[config.mk]
export PLATFORM = sky130hd
export DESIGN_NAME = bcd_seq_addsub
export DESIGN_NICKNAME = d
export VERILOG_FILES = /design/src/rtl/bcd_pkg.sv /design/src/rtl/bcd_digit_add.sv /design/src/rtl/bcd_seq_addsub.sv
export SDC_FILE = /design/constraint.sdc
export NUM_CORES = 1
export LEC_CHECK = 0
export ABC_AREA = 1
export BUFFER_PORTS_ARGS = -buffer_cell sky130_fd_sc_hd__buf_2
export CORE_MARGIN = 1.5
export CORE_UTILIZATION = 56
export CTS_CLUSTER_DIAMETER = 50
export CTS_CLUSTER_SIZE = 10
export DETAILED_ROUTE_END_ITERATION = 7
export GPL_TIMING_DRIVEN = 0
export PLACE_DENSITY = 0.89
export SLEW_MARGIN = 30
export SYNTH_ARGS = -nofsm -noshare
export SYNTH_HDL_FRONTEND = slang
export SYNTH_SLANG_ARGS = --single-unit
[constraint.sdc]
create_clock -name clk -period 3.95 [get_ports clk]
set_input_delay 0.1975 -clock clk [delete_from_list [all_inputs] [get_ports clk]]
set_output_delay 0.1975 -clock clk [all_outputs]
set_load 0.02 [all_outputs]
[src/rtl/bcd_pkg.sv]
// Shared types and helpers for the digit-serial BCD adder/subtractor.
package bcd_pkg;

   typedef logic [3:0] bcd_digit_t;

   localparam bcd_digit_t BCD_MAX_DIGIT = 4'd9;

   typedef enum logic [1:0] {
      IDLE   = 2'd0,
      ADD    = 2'd1,
      RECOMP = 2'd2,
      DONE   = 2'd3
   } state_t;

   function automatic bcd_digit_t nines_comp(input bcd_digit_t d);
      return BCD_MAX_DIGIT - d;
   endfunction

endpackage

[src/rtl/bcd_digit_add.sv]
// Single decimal digit adder with carry; shared by the add and recomplement phases.
module bcd_digit_add
   import bcd_pkg::*;
(
   input  bcd_digit_t a,
   input  bcd_digit_t b,
   input  logic       cin,
   output bcd_digit_t sum,
   output logic       cout
);

   logic [4:0] raw;
   logic [4:0] adj;

   always_comb begin
      raw  = {1'b0, a} + {1'b0, b} + {4'd0, cin};
      adj  = raw + 5'd6;
      sum  = raw[3:0];
      cout = 1'b0;
      if (raw > 5'd9) begin
         sum  = adj[3:0];
         cout = 1'b1;
      end
   end

endmodule

[src/rtl/bcd_seq_addsub.sv]
// Digit-serial packed-BCD add/subtract, LSD first, sign-magnitude result.
//
//   state  | meaning
//   IDLE   | ready for a new operation
//   ADD    | A + B (or A + 9's(B) + 1), one digit per cycle
//   RECOMP | negative difference: ten's-complement the partial result
//   DONE   | result and flags presented until out_ready
module bcd_seq_addsub
   import bcd_pkg::*;
#(
   parameter int DIGITS = 4
) (
   input  logic                clk,
   input  logic                rst,
   input  logic                in_valid,
   output logic                in_ready,
   input  logic [4*DIGITS-1:0] op_a,
   input  logic [4*DIGITS-1:0] op_b,
   input  logic                sub,
   output logic                out_valid,
   input  logic                out_ready,
   output logic [4*DIGITS-1:0] result,
   output logic                negative,
   output logic                overflow,
   output logic                error
);

   localparam int IW = (DIGITS > 1) ? $clog2(DIGITS) : 1;
   localparam logic [IW-1:0] LAST_IDX = IW'(DIGITS - 1);

   state_t              state_q, state_d;
   logic [IW-1:0]       idx_q, idx_d;
   logic                carry_q, carry_d;
   logic                sub_q, sub_d;
   logic [4*DIGITS-1:0] a_q, a_d;
   logic [4*DIGITS-1:0] b_q, b_d;
   logic [4*DIGITS-1:0] result_q, result_d;
   logic                negative_q, negative_d;
   logic                overflow_q, overflow_d;
   logic                error_q, error_d;

   bcd_digit_t add_a, add_b, add_sum;
   logic       add_cin, add_cout;
   bcd_digit_t a_dig, b_dig, r_dig;
   logic       bad_digit;

   bcd_digit_add u_digit_add (
      .a    (add_a),
      .b    (add_b),
      .cin  (add_cin),
      .sum  (add_sum),
      .cout (add_cout)
   );

   assign a_dig = a_q[4*idx_q +: 4];
   assign b_dig = b_q[4*idx_q +: 4];
   assign r_dig = result_q[4*idx_q +: 4];

   always_comb begin
      bad_digit = 1'b0;
      for (int i = 0; i < DIGITS; i++) begin
         if (op_a[4*i +: 4] > BCD_MAX_DIGIT || op_b[4*i +: 4] > BCD_MAX_DIGIT)
            bad_digit = 1'b1;
      end
   end

   assign in_ready  = (state_q == IDLE) && !rst;
   assign out_valid = (state_q == DONE);
   assign result    = result_q;
   assign negative  = negative_q;
   assign overflow  = overflow_q;
   assign error     = error_q;

   always_comb begin
      state_d    = state_q;
      idx_d      = idx_q;
      carry_d    = carry_q;
      sub_d      = sub_q;
      a_d        = a_q;
      b_d        = b_q;
      result_d   = result_q;
      negative_d = negative_q;
      overflow_d = overflow_q;
      error_d    = error_q;
      add_a      = '0;
      add_b      = '0;
      add_cin    = carry_q;

      unique case (state_q)
         IDLE: begin
            if (in_valid && in_ready) begin
               a_d        = op_a;
               b_d        = op_b;
               sub_d      = sub;
               idx_d      = '0;
               result_d   = '0;
               negative_d = 1'b0;
               overflow_d = 1'b0;
               error_d    = bad_digit;
               carry_d    = sub;
               state_d    = bad_digit ? DONE : ADD;
            end
         end
         ADD: begin
            add_a = a_dig;
            add_b = sub_q ? nines_comp(b_dig) : b_dig;
            result_d[4*idx_q +: 4] = add_sum;
            carry_d = add_cout;
            if (idx_q == LAST_IDX) begin
               idx_d = '0;
               if (!sub_q) begin
                  overflow_d = add_cout;
                  state_d    = DONE;
               end else if (add_cout) begin
                  state_d = DONE;
               end else begin
                  // No end-around carry: A < B, so recomplement to get |A-B|
                  carry_d = 1'b1;
                  state_d = RECOMP;
               end
            end else begin
               idx_d = idx_q + 1'b1;
            end
         end
         RECOMP: begin
            add_b = nines_comp(r_dig);
            result_d[4*idx_q +: 4] = add_sum;
            carry_d = add_cout;
            if (idx_q == LAST_IDX) begin
               idx_d      = '0;
               negative_d = 1'b1;
               state_d    = DONE;
            end else begin
               idx_d = idx_q + 1'b1;
            end
         end
         DONE: begin
            if (out_ready)
               state_d = IDLE;
         end
         default: state_d = IDLE;
      endcase
   end

   always_ff @(posedge clk) begin
      if (rst) begin
         state_q    <= IDLE;
         idx_q      <= '0;
         carry_q    <= 1'b0;
         sub_q      <= 1'b0;
         a_q        <= '0;
         b_q        <= '0;
         result_q   <= '0;
         negative_q <= 1'b0;
         overflow_q <= 1'b0;
         error_q    <= 1'b0;
      end else begin
         state_q    <= state_d;
         idx_q      <= idx_d;
         carry_q    <= carry_d;
         sub_q      <= sub_d;
         a_q        <= a_d;
         b_q        <= b_d;
         result_q   <= result_d;
         negative_q <= negative_d;
         overflow_q <= overflow_d;
         error_q    <= error_d;
      end
   end

endmodule
Word-level counts from Yosys, hierarchy flattened:

Index checks and enable logic that the tools add are counted.

* flip-flop bits (word level): 57
* latch bits: 0
* memory bits (writable): 0
* memory bits (read-only): 0
* input bits: 37
* output and inout port bits: 21
* word-level logic and storage cells: 92
* memories kept: 0

* $add $sub $neg: 7
* multipliers: 0
* divide/modulo/power cells: 0
* order comparisons: 9
* eq/ne operators: 9
* shift-type cells: 5
* muxes and demuxes: 33
* bitwise logic cells: 0
* reductions and logical operators: 19

Operators by type and width (count)
* 16-bit by 5-bit indexed part select with 4-bit output: 3
* 4-bit negation with 34-bit output: 1
* 4-bit by 34-bit variable shift with 16-bit output (first input constant): 1
* 4-bit by 34-bit indexed part select with 16-bit output: 1
* 4-bit greater-than comparator (second input constant): 8
* 16-bit case mux with 2 select lines: 1
* 16-bit bitwise mux: 1
* 16-bit 2-to-1 mux: 1
* 1-bit 2-to-1 mux: 14
* 2-bit 2-to-1 mux: 7
* 4-bit 2-to-1 mux: 3
* 2-bit case mux with 4 select lines: 1
* 4-bit case mux with 2 select lines: 1
* 4-bit AND reduction: 2
* 4-bit subtractor (first input constant): 2
* 2-bit == test (second input constant): 3
* 2-bit inequality test (second input constant): 3
* 2-bit AND reduction: 3
* 2-bit nonzero test: 3
* 4-bit by 4-bit adder with 5-bit output: 1
* 5-bit by 1-bit adder with 5-bit output: 1
* 5-bit by 4-bit greater-than comparator with 1-bit output (second input constant): 1
* 4-bit by 3-bit adder with 4-bit output (second input constant): 1
* 1-bit logical OR: 4
* other kinds (12): 15

Depth between registers and ports, before layout:

* depth after elaboration: 12
* mapped depth: 21
* depth with buffers taken out: 20

By module:

Synthesis repeated with hierarchy kept, for this count alone.

* cell total of the unflattened synthesis: 502
* area, all modules: 3335.7 sq um

By module, submodules not included
* bcd_seq_addsub: times used 1, cells an instance 457, area each 3036.7 sq um, sequential area each 1141.1 sq um
* bcd_digit_add: times used 1, cells an instance 45, area each 299.0 sq um, sequential area each 0.0 sq um

Worst setup path after synthesis:

OpenSTA, ideal clock, no wires.

* path type: reg2reg
* from: reg idx_q[0]
* to: reg result_q[10], in the netlist result[10]
* library setup time: 0.070 ns
* data arrival time: 2.942 ns
* required time: 3.880 ns
* path slack: 0.937 ns
* cell stages (with the launch flop): 20
* buffers on the path: 3
* clock period less this slack: 3.013 ns
* path through: dfxtp_1 -> buf_2 -> inv_2 -> buf_2 -> buf_2 -> a21oi_1 -> o21ai_0 -> a21oi_1 -> fa_1 -> inv_1 -> fa_1 -> or2_1 -> nand2_1 -> inv_1 -> ha_1 -> inv_1 -> nand2_1 -> a21oi_2 -> nand2_1 -> a21oi_1

* longest elaborated chain between the ends: 11
* elaborated cells on any way between the ends: 18
* classes of those cells: add/sub: 6; order compare: 1; shift: 5; mux: 6

Ends and longest elaborated chain
* start, declared: RTL line bcd_seq_addsub.sv:32 `logic [IW-1:0] idx_q, idx_d;`
* start signal, assigned: RTL line bcd_seq_addsub.sv:159 `idx_q <= idx_d;`
* 16-bit by 5-bit indexed part select with 4-bit output: RTL line bcd_seq_addsub.sv:56 `assign b_dig = b_q[4*idx_q +: 4];`
* 4-bit subtractor: RTL line bcd_pkg.sv:16 `return BCD_MAX_DIGIT - d;`
* 4-bit 2-to-1 mux: RTL line bcd_seq_addsub.sv:106 `add_b = sub_q ? nines_comp(b_dig) : b_dig;`
* 4-bit case mux with 2 select lines: RTL line bcd_seq_addsub.sv:89 `unique case (state_q)`
* 4-bit by 4-bit adder with 5-bit output: RTL line bcd_digit_add.sv:16 `raw = {1'b0, a} + {1'b0, b} + {4'd0, cin};`
* 5-bit by 1-bit adder with 5-bit output: RTL line bcd_digit_add.sv:16
* 4-bit by 3-bit adder with 4-bit output / 5-bit by 4-bit greater-than comparator with 1-bit output (equally long branches): RTL line bcd_digit_add.sv:17, bcd_digit_add.sv:20
* 4-bit 2-to-1 mux: RTL line bcd_digit_add.sv:20 `if (raw > 5'd9) begin`
* 4-bit by 34-bit indexed part select with 16-bit output: RTL line bcd_seq_addsub.sv:107, bcd_seq_addsub.sv:127
* 16-bit bitwise mux (*): RTL line bcd_seq_addsub.sv:107, bcd_seq_addsub.sv:127
* 16-bit case mux with 2 select lines (*): RTL line bcd_seq_addsub.sv:89
* end signal, assigned: RTL line bcd_seq_addsub.sv:164 `result_q <= result_d;`
* end, declared: RTL line bcd_seq_addsub.sv:37 `logic [4*DIGITS-1:0] result_q, result_d;`

Every way passes the cells marked *; elsewhere a longest branch is shown, timed or not.
A chain may end at the register's enable or synchronous reset.

Final worst setup path:

Same ends and word-level chain as after synthesis.

==> flow_summary_export.csv <==
group,metric,value,unit
outcome,outcome,"completed",
timing,min_period,3655,ps
place,port_buffers,57,
drt,via_per_inst,5.621,
logic_synthesis,synthAdderAreaFrac,0.07248,
global_routing,grt_max_degree,12,
timing,clock.fmax,273.6,MHz
logic_synthesis,yosys_warnings,0,
final_layout,fin_nets,571,
timing,finalSetupTns,0,ps
logic_synthesis,synth_seq_cells,57,
drt,first_pass_iters,5,
setup_path,path_max_fanout,10,
logic_synthesis,synth_nets,503,
global_routing,grt.busiest_layer,"met2",
global_routing,grt_usage,0.2957,
logic_synthesis,synth-edff-count,0,
floorplanning,pin_count,58,
global_routing,gr-total-overflow,0,
clock_tree,cts_tree,"yes",
drt,wl_per_cell,14.57,um
global_routing,grt_pass1_vias,3065,
clock_tree,path_clk_slew,70,ps
logic_synthesis,synth_cell_types,35,
logic_synthesis,yosysTopAreaCell,"dfxtp_1",
place,dpl.cell_count,578,
logic_synthesis,ys_seq_area_frac,0.3632,
drt,dr.first_iter.drc_count,284,
timing,tightest_slew,543.1,ps
global_routing,grt_first_pass_wirelength,14010,um
logic_synthesis,synth_compound_area_frac,0.2127,
logic_synthesis,yosysMostFrequentCell,"nand2_1",
final_layout,layout-drive-gt1-share,0.1839,
place,dp_hpwl,6478,um
floorplanning,coreArea,0.005473,mm^2
setup_path,start_kind,"flip-flop",
drt,vias,3339,
clock_tree,clk_latency,350,ps
setup_path,cp-end-kind,"flip-flop",
final_layout,final_cells,594,
logic_synthesis,syn_area,0.003142,mm^2
global_routing,met2_usage,0.5017,
setup_path,r2r_start,"idx_q[0]$_SDFFE_PP0P_",
timing,rsz0062_at_grt,"no",
final_layout,finish.utilization,0.6831,
logic_synthesis,syn-instance-count,449,
clock_tree,htree_levels,3,
clock_tree,cts_max_path_buffers,2,
setup_path,crit_type,"flip-flop to flip-flop",
setup_path,startpoint,"idx_q[0]$_SDFFE_PP0P_",
logic_synthesis,synth_top_family_by_area,"simple AND/OR/NAND/NOR gates",
floorplanning,row_count,27,
final_layout,area_delta_synth_final,19.00,%
clock_tree,cts_buffers,9,
drt,antenna_left,0,
power,p_per_area,602.3,mW/mm^2
clock_tree,clock_sinks,57,
timing,timing.slew.headroom,0.6341,
logic_synthesis,synth-xor-area-share,0,
power,peakVddDrop,0.3921,mV
drt,routed_wl,8654,um
logic_synthesis,synth_top_area_frac,0.3632,
logic_synthesis,avgSynthCellArea,6.997,um^2
timing,fin_skew,8.745,ps
logic_synthesis,ys_async_sr_fraction,0,
timing,post-route-period-util,0.9252,
place,gp_congestion,0.9699,
clock_tree,post_cts_buffers,0,
timing,finalMaxSlewViolations,0,
clock_tree,postCtsHoldBufs,0,
clock_tree,cts-resized-gates,0,
setup_path,arrival,3940,ps
global_routing,use_met1,0.3588,
floorplanning,die-area,0.006068,mm^2
logic_synthesis,yosys_most_used_dff,"dfxtp_1",
logic_synthesis,synthSimpleGateAreaFrac,0.2648,
min_path,hp-class,"input pin to flip-flop",
final_layout,antenna_cells,0,
floorplanning,die_h,77.90,um
timing,final_hold_viol_count,0,
global_routing,antenna_found_initial,0,
setup_path,cp.required,4230,ps
logic_synthesis,synthTopCellsByArea,"dfxtp_1, nand2_1, a21oi_1",
timing,setup_viol,0,
clock_tree,cts_root_buffer,"clkbuf_8",
floorplanning,fp.dieW,77.90,um
drt,remaining_drc_errors,0,
global_routing,use_met3,0.05059,
logic_synthesis,synthMuxAreaShare,0,
flow_run,maxCapViolations,0,
min_path,hp-start,"op_a[0]",
logic_synthesis,synth_commonest_cells,"nand2_1, a21oi_1, dfxtp_1",
power,power_leakage,1.643,nW
floorplanning,start_util,0.5741,
## worst max-delay path: stages (launching register included)
cell	delay, ps
dfxtp_1	360
buf_2	230
buf_2	250
clkbuf_1	390
o21ai_0	140
a21oi_1	300
fa_1	280
inv_1	70
fa_1	410
or2_1	280
nand2_1	80
inv_1	50
ha_1	260
inv_1	50
nand2_1	70
a21oi_2	180
nand2_1	70
a21oi_1	120
## per-stage QoR
step	power (mW)	setup slack (ps)	instance area (um^2)	hold WS, ps
2_1_floorplan	1.381	937.1	3142	308.0
3_3_place_gp	1.587	446.8	3517	391.1
3_5_place_dp	1.611	384.0	3517	401.6
4_1_cts	2.233	358.9	3739	35.41
5_1_grt	2.377	97.75	3739	72.23
6_report	2.252	295.3	3739	41.03
## kinds of logic (layout without fill, tap and decap cells)
| group | Yosys count | in the layout |
|---|---|---|
| AOI/OAI and AO/OA | 128 | 128 |
| adders and majority gates | 17 | 17 |
| buffers and inverters | 70 | 143 |
| DFF | 57 | 57 |
| and+or+nand+nor | 177 | 177 |
## report_power, final
part           internal (mW)  switching [mW]  total, mW  leakage [nW]
Clock                  0.374           0.250      0.624         0.107
Combinational          0.279           0.631      0.910          1.07
Sequential             0.661          0.0564      0.718         0.466
## path summary, 6_finish.rpt
check,end,slack (ps),cells past startpoint
setup reg to reg,result[10]$_SDFFE_PP0P_,300,17
hold reg to reg,b_q[9]$_SDFFE_PP0P_,460,2
hold / removal,a_q[0]$_SDFFE_PP0P_,40,3
setup / recovery,result[10]$_SDFFE_PP0P_,300,17
## area by class of cell
| class | count | area [um^2] |
|---|---|---|
| inverter | 51 | 191.4 |
| buffer | 19 | 81.33 |
| timing repair buffer | 57 | 285.3 |
| multi-input combinational | 322 | 1728 |
| clock inverter | 4 | 76.32 |
| fill | 492 | 1734 |
| sequential | 57 | 1141 |
| clock buffer | 12 | 145.1 |
| tap | 72 | 90.09 |
## layout by cell type (no fill, tap or decap), drive strengths merged
master / count
a21boi: 1
a21oi: 64
a22o: 1
a31oi: 1
buf: 65
bufinv: 2
clkbuf: 23
clkinv: 5
clkinvlp: 1
dfxtp: 57
fa: 2
ha: 15
inv: 47
nand2: 108
nand3: 42
nand4: 8
nor2: 13
nor3: 1
nor4: 2
o211ai: 2
o21ai: 56
o22ai: 1
o311ai: 1
o31ai: 1
or2: 3
## flip-flops by register name (all words and copies together) (netlist names)
register,cells
overflow,1
sub_q,1
b_q,16
a_q,16
state_q,2
error,1
result,16
add_cin,1
idx_q,2
negative,1
## per-layer routing
layer,up-vias,routed length [um]
li1,1636,-
met1,1518,3704
met4,0,216
met2,167,4129
met3,18,604
met5,-,0
No activity file was read; power rests on OpenSTA's default activity.
